## config.mk

```make
export PLATFORM = sky130hd
export DESIGN_NAME = prog_loader
export DESIGN_NICKNAME = d
export VERILOG_FILES = /design/src/rtl/prog_loader.sv
export SDC_FILE = /design/constraint.sdc
export NUM_CORES = 1
export LEC_CHECK = 0
export CAP_MARGIN = 20
export CELL_PAD_IN_SITES_DETAIL_PLACEMENT = 0
export CELL_PAD_IN_SITES_GLOBAL_PLACEMENT = 2
export CORE_UTILIZATION = 40
export CTS_BUF_LIST = sky130_fd_sc_hd__clkbuf_2 sky130_fd_sc_hd__clkbuf_4 sky130_fd_sc_hd__clkbuf_8
export CTS_CLUSTER_DIAMETER = 120
export DETAILED_ROUTE_END_ITERATION = 8
export GPL_TIMING_DRIVEN = 0
export HOLD_SLACK_MARGIN = 0.02
export PLACE_DENSITY_LB_ADDON = 0.3
export SLEW_MARGIN = 0
export SYNTH_ARGS = -nofsm -noshare
export SYNTH_HDL_FRONTEND = slang
export SYNTH_SLANG_ARGS = --single-unit
export TNS_END_PERCENT = 5
```

## constraint.sdc

```tcl
create_clock -name clk -period 2.9 [get_ports clk]
set_clock_uncertainty 0.05 [all_clocks]
set_input_delay 0.435 -clock clk [delete_from_list [all_inputs] [get_ports clk]]
set_output_delay 0.435 -clock clk [all_outputs]
set_load 0.01 [all_outputs]
```

## src/rtl/prog_loader.sv

```systemverilog
// Loads a 16-bit program from a byte stream into local RAM, then serves mem[pc] to the core.
// Latency: RAM write on the HI-byte edge, fetch is combinational; run rises the edge after the last byte.
// Backpressure: in_ready is low in RUN and during reset; bytes move only on in_valid && in_ready.
module prog_loader #(
    parameter int          PC_W     = 8,
    parameter int          ADDR_W   = 6,
    parameter logic [15:0] NOP_INSN = 16'h8000
) (
    input  logic              clk,
    input  logic              rst_n,
    input  logic [PC_W-1:0]   pc,
    output logic [15:0]       instruction,
    output logic              run,
    input  logic              in_valid,
    input  logic [7:0]        in_data,
    output logic              in_ready,
    input  logic              load_req,
    output logic              overflow,
    output logic [ADDR_W:0]   loaded_cnt
);
    localparam int DEPTH = 2 ** ADDR_W;
    localparam logic [ADDR_W:0] FULL_CNT = (ADDR_W + 1)'(DEPTH);

    localparam logic [1:0] ST_HDR = 2'd0;
    localparam logic [1:0] ST_LO  = 2'd1;
    localparam logic [1:0] ST_HI  = 2'd2;
    localparam logic [1:0] ST_RUN = 2'd3;

    logic [1:0]  state;
    logic [7:0]  remaining;
    logic [7:0]  addr;
    logic [7:0]  lo_byte;
    logic [15:0] mem [DEPTH];

    logic take;
    logic addr_ok;
    logic wr_en;

    assign in_ready = rst_n && (state != ST_RUN);
    assign take     = in_valid && in_ready;
    // addr tracks the full header count so words past DEPTH are detected, not wrapped
    assign addr_ok  = 32'(addr) < DEPTH;
    assign wr_en    = take && (state == ST_HI) && addr_ok;

    assign run         = (state == ST_RUN);
    assign instruction = run ? mem[pc[ADDR_W-1:0]] : NOP_INSN;

    always_ff @(posedge clk) begin
        if (wr_en) begin
            mem[addr[ADDR_W-1:0]] <= {in_data, lo_byte};
        end
    end

    always_ff @(posedge clk) begin
        if (!rst_n) begin
            state      <= ST_HDR;
            remaining  <= '0;
            addr       <= '0;
            lo_byte    <= '0;
            loaded_cnt <= '0;
            overflow   <= 1'b0;
        end else begin
            case (state)
                ST_HDR: begin
                    if (take) begin
                        if (in_data == 8'd0) begin
                            state <= ST_RUN;
                        end else begin
                            remaining  <= in_data;
                            addr       <= '0;
                            loaded_cnt <= '0;
                            overflow   <= 1'b0;
                            state      <= ST_LO;
                        end
                    end
                end
                ST_LO: begin
                    if (take) begin
                        lo_byte <= in_data;
                        state   <= ST_HI;
                    end
                end
                ST_HI: begin
                    if (take) begin
                        if (!addr_ok) begin
                            overflow <= 1'b1;
                        end
                        if (loaded_cnt != FULL_CNT) begin
                            loaded_cnt <= loaded_cnt + 1'b1;
                        end
                        addr      <= addr + 8'd1;
                        remaining <= remaining - 8'd1;
                        state     <= (remaining == 8'd1) ? ST_RUN : ST_LO;
                    end
                end
                default: begin
                    if (load_req) begin
                        state <= ST_HDR;
                    end
                end
            endcase
        end
    end
endmodule

```

Word-level counts from Yosys, hierarchy flattened

Memories as Yosys holds them, arrays and structs flattened.
Index checks and enable logic that the tools add are counted.

Output and inout bits: 26
Bits in writable memories: 1024
Logic and storage cells: 64
Register bits after elaboration: 34
Input port bits: 20
Memories: 1

Memory list:

| memory | words | bits a word | read ports | clocked after memory_dff | write ports | RTL line | source |
|---|---|---|---|---|---|---|---|
| mem    | 64    | 16          | 1          | 0                        | 1           | 33       | `logic [15:0] mem [DEPTH];` |

$add $sub $neg: 3
$lt $le $gt $ge: 1
Reduce and logical (&&, ||, !) cells: 13
Equal/unequal tests: 12
Mux-type cells: 28

Operators by type and width:

| operator                                              | count |
|---|---|
| 2-to-1 mux 8 bit                                      | 6 |
| case mux 8 bit (2 select lines)                       | 2 |
| 2-to-1 mux 7 bit                                      | 4 |
| 2-to-1 mux 16 bit                                     | 1 |
| case mux 7 bit (2 select lines)                       | 1 |
| 2-to-1 mux 2 bit                                      | 6 |
| inequality test 2 bit, second input constant          | 6 |
| AND reduction 5 bit                                   | 2 |
| adder 8 x 1 -> 8 bit, second input constant           | 1 |
| equality test 8 x 1 -> 1 bit, second input constant   | 1 |
| zero test 8 bit                                       | 1 |
| < comparator 8 x 7 -> 1 bit, second input constant    | 1 |
| AND reduction 4 bit                                   | 2 |
| subtractor 8 x 1 -> 8 bit, second input constant      | 1 |
| adder 7 x 1 -> 7 bit, second input constant           | 1 |
| inequality test 7 bit, second input constant          | 1 |
| 2-to-1 mux 1 bit                                      | 6 |
| case mux 2 bit (3 select lines)                       | 1 |
| equality test 2 bit, second input constant            | 2 |
| logical AND 1 bit                                     | 4 |
| nonzero test 4 bit                                    | 1 |
| equality test 2 x 1 -> 1 bit, second input constant   | 1 |
| zero test 2 bit                                       | 1 |
| inequality test 2 x 1 -> 1 bit, second input constant | 1 |
| 3 further kinds                                       | 3 |

Depth between registers and ports, before layout

Word-level depth: 7
Gate-level depth with buffers: 8
Mapped depth without buffers: 7

Least setup slack after synthesis

OpenSTA, ideal clock, no wires.

Path type: flip-flop to flip-flop
Start: reg state[0]
End: mem mem[16][0] (enable)
Stages on the path, launching flop included: 8
Data required time: 2462 ps
Path slack: 363 ps
Arrival time: 2098 ps
Period minus slack after synthesis: 2537 ps
Path through: dfxtp_1 > buf_2 > nand2b_1 > clkbuf_1 > nor4_2 > and2b_1 > nand2_1 > nor2_1

Cells in the longest elaborated chain, start to end: 7

Ends and longest elaborated chain:

| item                                       | RTL line | source |
|---|---|---|
| from (decl)                                | 29       | `logic [1:0] state;` |
| from (signal assigned)                     | 93       | `state <= (remaining == 8'd1) ? ST_RUN : ST_LO;` |
| inequality test 2 bit                      | 39       | `assign in_ready = rst_n && (state != ST_RUN);` |
| logical AND 1 bit                          | 39       |  |
| logical AND 1 bit                          | 40       | `assign take = in_valid && in_ready;` |
| logical AND 1 bit (*) (2 in series)        | 43       | `assign wr_en = take && (state == ST_HI) && addr_ok;` |
| 2-to-1 mux 1 bit (*)                       | 49       | `if (wr_en) begin` |
| 2-to-1 mux 1 bit (not written as such) (*) | 50       | `mem[addr[ADDR_W-1:0]] <= {in_data, lo_byte};` |
| to (decl)                                  | 33       |  |

Every way passes the cells marked *; elsewhere a longest branch is shown, timed or not.

Worst setup path after layout

Start: mem mem[23][15]
End: out instruction[15]

Cells in the longest elaborated chain, start to end: 2

Ends and longest elaborated chain:

| item                 | RTL line | source |
|---|---|---|
| memory (64 x 16 bit) | -        |  |
| 2-to-1 mux 16 bit    | 46       | `assign instruction = run ? mem[pc[ADDR_W-1:0]] : NOP_INSN;` |
| to (decl)            | 12       | `output logic [15:0] instruction,` |

Every way passes these cells.

==> summary.txt <==
Timing
  • Maximum clock frequency: 318 MHz
  • Final critical delay including setup and external delays: 3.14 ns
  • Fin worst setup slack: -0.241 ns
  • Max-slew violation total from the final report: 0
  • Relative max-transition margin: 0.156
  • Post-route fraction of the period consumed by the critical path: 1.08
  • Unrepaired setup endpoints after global routing: true
  • Final setup violation count: 243
  • Slew at the pin closest to its max-slew limit: 1.27 ns
  • Final hold violation count: 0

Floorplan
  • X dimension of the die: 323 µm
  • Core Area: 0.102 mm²
  • Floorplan die area: 0.104 mm²
  • Count of boundary I/O pins: 46
  • Initial Util: 0.404
  • Die height: 323 µm
  • Rows: 117

Detailed routing
  • Routed WL: 117000 µm
  • DRC marker count from the first detailed-route iteration: 2597
  • Drt first pass iters: 7
  • Antenna Violating Nets Remaining: 0
  • Drc violations: 0
  • Routed vias/inst: 5.72
  • Routed wire length per instance: 31.4 µm
  • DR vias: 21272

Critical path
  • Arr. time, crit path: 2.66 ns
  • Type of element launching the critical path: flop
  • End of the worst register-to-register path: mem[35][13]
  • Worst reg2reg setup slack: -0.05 ns
  • Crit Path Max Fanout: 1
  • Launching point of the worst reg2reg path: state[0]
  • Depth of the worst register-to-register path: 7
  • Nature of the critical path endpoint: primary output
  • Required time at the worst-slack endpoint: 2.41 ns
  • Type of the worst setup path: reg2out

Finish
  • Final-stage net count: 2235
  • Synthesis-to-layout area growth: 19.9%
  • Final std cells w/o fill: 3719
  • Filler cell count: 8358
  • Share of layout cells above drive strength 1: 0.393

Synth
  • Proportion of synthesized area in mux cells: 0.172
  • YS warnings: 0
  • Post-synth top area cell: sky130_fd_sc_hd__edfxtp_1
  • Dominant cells by area after synthesis: sky130_fd_sc_hd__edfxtp_1 75%, sky130_fd_sc_hd__mux4_2 14%, sky130_fd_sc_hd__mux2i_1 3.2%, sky130_fd_sc_hd__dfxtp_1 1.7%, sky130_fd_sc_hd__a22oi_1 1.2%
  • Proportion of synthesized flip-flops having asynchronous set or reset: 0
  • Predominant post-synthesis flop cell: sky130_fd_sc_hd__edfxtp_1
  • Simple-Gate Fraction of Synth Area: 0.0235
  • Post-synthesis xor/xnor area fraction: 0.00191
  • Post-synth top area share: 0.746
  • Cell types with the highest counts after synthesis: 1024 x sky130_fd_sc_hd__edfxtp_1, 256 x sky130_fd_sc_hd__mux4_2, 131 x sky130_fd_sc_hd__mux2i_1
  • Combinational family with the most area after synthesis: multiplexers
  • Number of enable-type register cells in the synthesized netlist: 1024
  • Total nets after synthesis: 1936
  • Post-synthesis compound-gate area fraction: 0.0219
  • Register bit total from synthesis: 1058
  • Count leader, synth: sky130_fd_sc_hd__edfxtp_1
  • Proportion of synthesized chip area in sequential cells: 0.762
  • Arithmetic-cell share of the synthesized area counting full adders, half adders and majority gates: 0.00152
  • Mean instance size in the synthesized netlist: 21.6 µm²
  • Netlist Area Pre-Place: 0.0412 mm²
  • Instance count of the mapped netlist: 1911
  • Count of different cell masters after synthesis: 55

Clocking
  • TritonCTS clock tree: built
  • Number of buffers added by the clock tree synthesis step: 170
  • TritonCTS sink count: 1058
  • H-tree levels: 4
  • Deepest clock path buffer count: 3
  • Clk pin slew, worst setup/hold paths: 0.06 ns
  • Worst-skew pair later-pin latency: 0.82 ns
  • Cell at the root of the clock tree: sky130_fd_sc_hd__clkbuf_8

Placement
  • Buffers on Ports: 39
  • Last weighted congestion value of the routability-driven placer: 0.853
  • Worst setup slack after placement: -1.35 ns
  • Placed instance count: 3398
  • Final HPWL from detailed placement: 78600 µm

Power
  • Internal power: 0.0240 W
  • Relative contribution of the clock network to total power: 0.402
  • Combinational power share: 0.056
  • Power per Cell Area: 625 mW/mm²
  • Worst-case vdd ir drop: 0.322 mV
  • Pleak: 15.4 nW
  • Switching power total: 0.00689 W
  • Final total power: 0.0309 W
  • Share of total power in sequential cells: 0.542
  • Sw Share: 0.223

Worst hold path
  • Cell depth of the worst min-delay path: 1
  • Type of the worst min-delay path: in2reg
  • Sink of the worst hold path: mem[51][11]
  • Min-Delay Startpoint: in_data[3]

GRT
  • Global-route usage over all layers: 0.228
  • Antenna violations before repair: 6
  • Grt total ovfl: 0
  • Largest net degree at the start of global routing: 67
  • Via count of the first global-routing pass: 21752
  • Wire length of the first global-routing pass: 164000 µm

Status
  • Failing checks: negative setup slack
  • Run status: finished with violations

Flow run
  • Max-Cap Viols: 0
==> sequential cells by signal, indices dropped and copies added, names as in the netlist <==
| name | count |
|---|---|
| addr | 8 |
| lo_byte | 8 |
| loaded_cnt | 7 |
| mem | 1024 |
| overflow | 1 |
| remaining | 8 |
| state | 2 |
==> placed cells by master, fill, tap and decap left out, types with 6 or more instances in the layout <==
master / n
sky130_fd_sc_hd__clkbuf_4: 67
sky130_fd_sc_hd__nand2_2: 11
sky130_fd_sc_hd__a21boi_0: 10
sky130_fd_sc_hd__buf_16: 11
sky130_fd_sc_hd__nand3_1: 7
sky130_fd_sc_hd__a21oi_1: 9
sky130_fd_sc_hd__dfxtp_1: 26
sky130_fd_sc_hd__buf_2: 32
sky130_fd_sc_hd__buf_8: 64
sky130_fd_sc_hd__nor2_2: 19
sky130_fd_sc_hd__nor3_1: 6
sky130_fd_sc_hd__clkbuf_8: 179
sky130_fd_sc_hd__diode_2: 6
sky130_fd_sc_hd__mux4_2: 256
sky130_fd_sc_hd__mux2i_2: 22
sky130_fd_sc_hd__clkinv_1: 44
sky130_fd_sc_hd__buf_4: 28
sky130_fd_sc_hd__o22ai_2: 14
sky130_fd_sc_hd__clkinv_2: 16
sky130_fd_sc_hd__mux2i_1: 83
sky130_fd_sc_hd__edfxtp_1: 1024
sky130_fd_sc_hd__nor2b_1: 10
sky130_fd_sc_hd__nor2_1: 19
sky130_fd_sc_hd__mux2i_4: 26
sky130_fd_sc_hd__buf_12: 19
sky130_fd_sc_hd__nand2_1: 54
sky130_fd_sc_hd__dfxtp_2: 8
sky130_fd_sc_hd__a22oi_1: 27
sky130_fd_sc_hd__o21ai_0: 10
sky130_fd_sc_hd__inv_1: 6
sky130_fd_sc_hd__buf_6: 35
sky130_fd_sc_hd__a22oi_2: 38
sky130_fd_sc_hd__clkdlybuf4s50_1: 12
sky130_fd_sc_hd__xor2_1: 6
sky130_fd_sc_hd__nor2_4: 45
sky130_fd_sc_hd__clkbuf_1: 12
sky130_fd_sc_hd__nand4_1: 6
==> through the flow <==
stage | setup TNS (ns) | cell area [µm²] | utilization | hold WS, ns
4_1_cts | -11.97 | 49300 | 0.483 | 0.0341
5_1_grt | -39.15 | 49400 | 0.484 | 0.0820
6_report | -6.40 | 49400 | 0.484 | 0.112
2_1_floorplan | 0 | 41200 | - | 0.417
3_5_place_dp | -724.14 | 44900 | 0.440 | 0.396
3_3_place_gp | -1769.24 | 43300 | 0.425 | 0.397
==> power by group through the flow <==
stage / Sequential, W / Combinational (W) / Clock, W
after floorplan: 0.0171 / 0.000829 / 0
after global placement: 0.0171 / 0.00146 / 0
after detailed placement: 0.0171 / 0.00155 / 0
after CTS: 0.0167 / 0.00172 / 0.0127
after global routing: 0.0167 / 0.00180 / 0.0133
final: 0.0167 / 0.00173 / 0.0124
==> cell type report <==
cell class,count,area (µm²),share of cell area
antenna,6,15.0,0.000304
buffer,108,927,0.0188
clock buffer,238,2900,0.0587
clock inverter,69,364,0.00737
inverter,6,22.5,0.000456
multi-input combinational,738,10200,0.207
sequential,1058,31400,0.636
tap,1368,1710,0.0346
timing repair buffer,128,1810,0.0366
==> worst max-delay path by stage <==
stage / start / slack [ns] / cells past startpoint / endpoint
floorplan: state[0] / 0.36 / 7 / mem[16][0]
global placement: in_data[0] / -1.79 / 7 / addr[2]
detailed placement: pc[1] / -1.35 / 9 / instruction[7]
CTS: mem[23][15] / -0.28 / 6 / instruction[15]
global route: mem[23][15] / -0.27 / 6 / instruction[15]
finish: mem[23][15] / -0.24 / 6 / instruction[15]
==> logic make-up after synthesis <==
family                   after synthesis
AO/OA/AOI/OAI                        127
XOR/XNOR                               9
adder cells (fa/ha/maj)                5
buffers and inverters                115
flip-flops                          1058
multiplexers                         388
AND/OR/NAND/NOR                      209
==> timing repair <==
action	in CTS	in global routing
hold endpoints to repair	6	0
setup endpoints to repair	825	538
pin swaps	56	21
hold buffers	2	0
resized for setup	320	29
setup buffers	5	0
==> routing by layer <==
layer	wire length (µm)	global-route usage	share of wire
met1	49400	0.324	0.42
met2	54700	0.354	0.47
met3	9860	0.0491	0.084
met4	2770	0.0689	0.024
met5	0	0	0
==> worst max-delay path, stage by stage (launching register included) <==
cell                       delay, ns
sky130_fd_sc_hd__edfxtp_1       0.36
sky130_fd_sc_hd__mux4_2         0.54
sky130_fd_sc_hd__mux2i_2        0.19
sky130_fd_sc_hd__mux2i_2        0.13
sky130_fd_sc_hd__mux2i_1        0.16
sky130_fd_sc_hd__o211ai_1       0.24
sky130_fd_sc_hd__buf_2          0.24
Note: power is estimated with default switching activity, not from simulation.
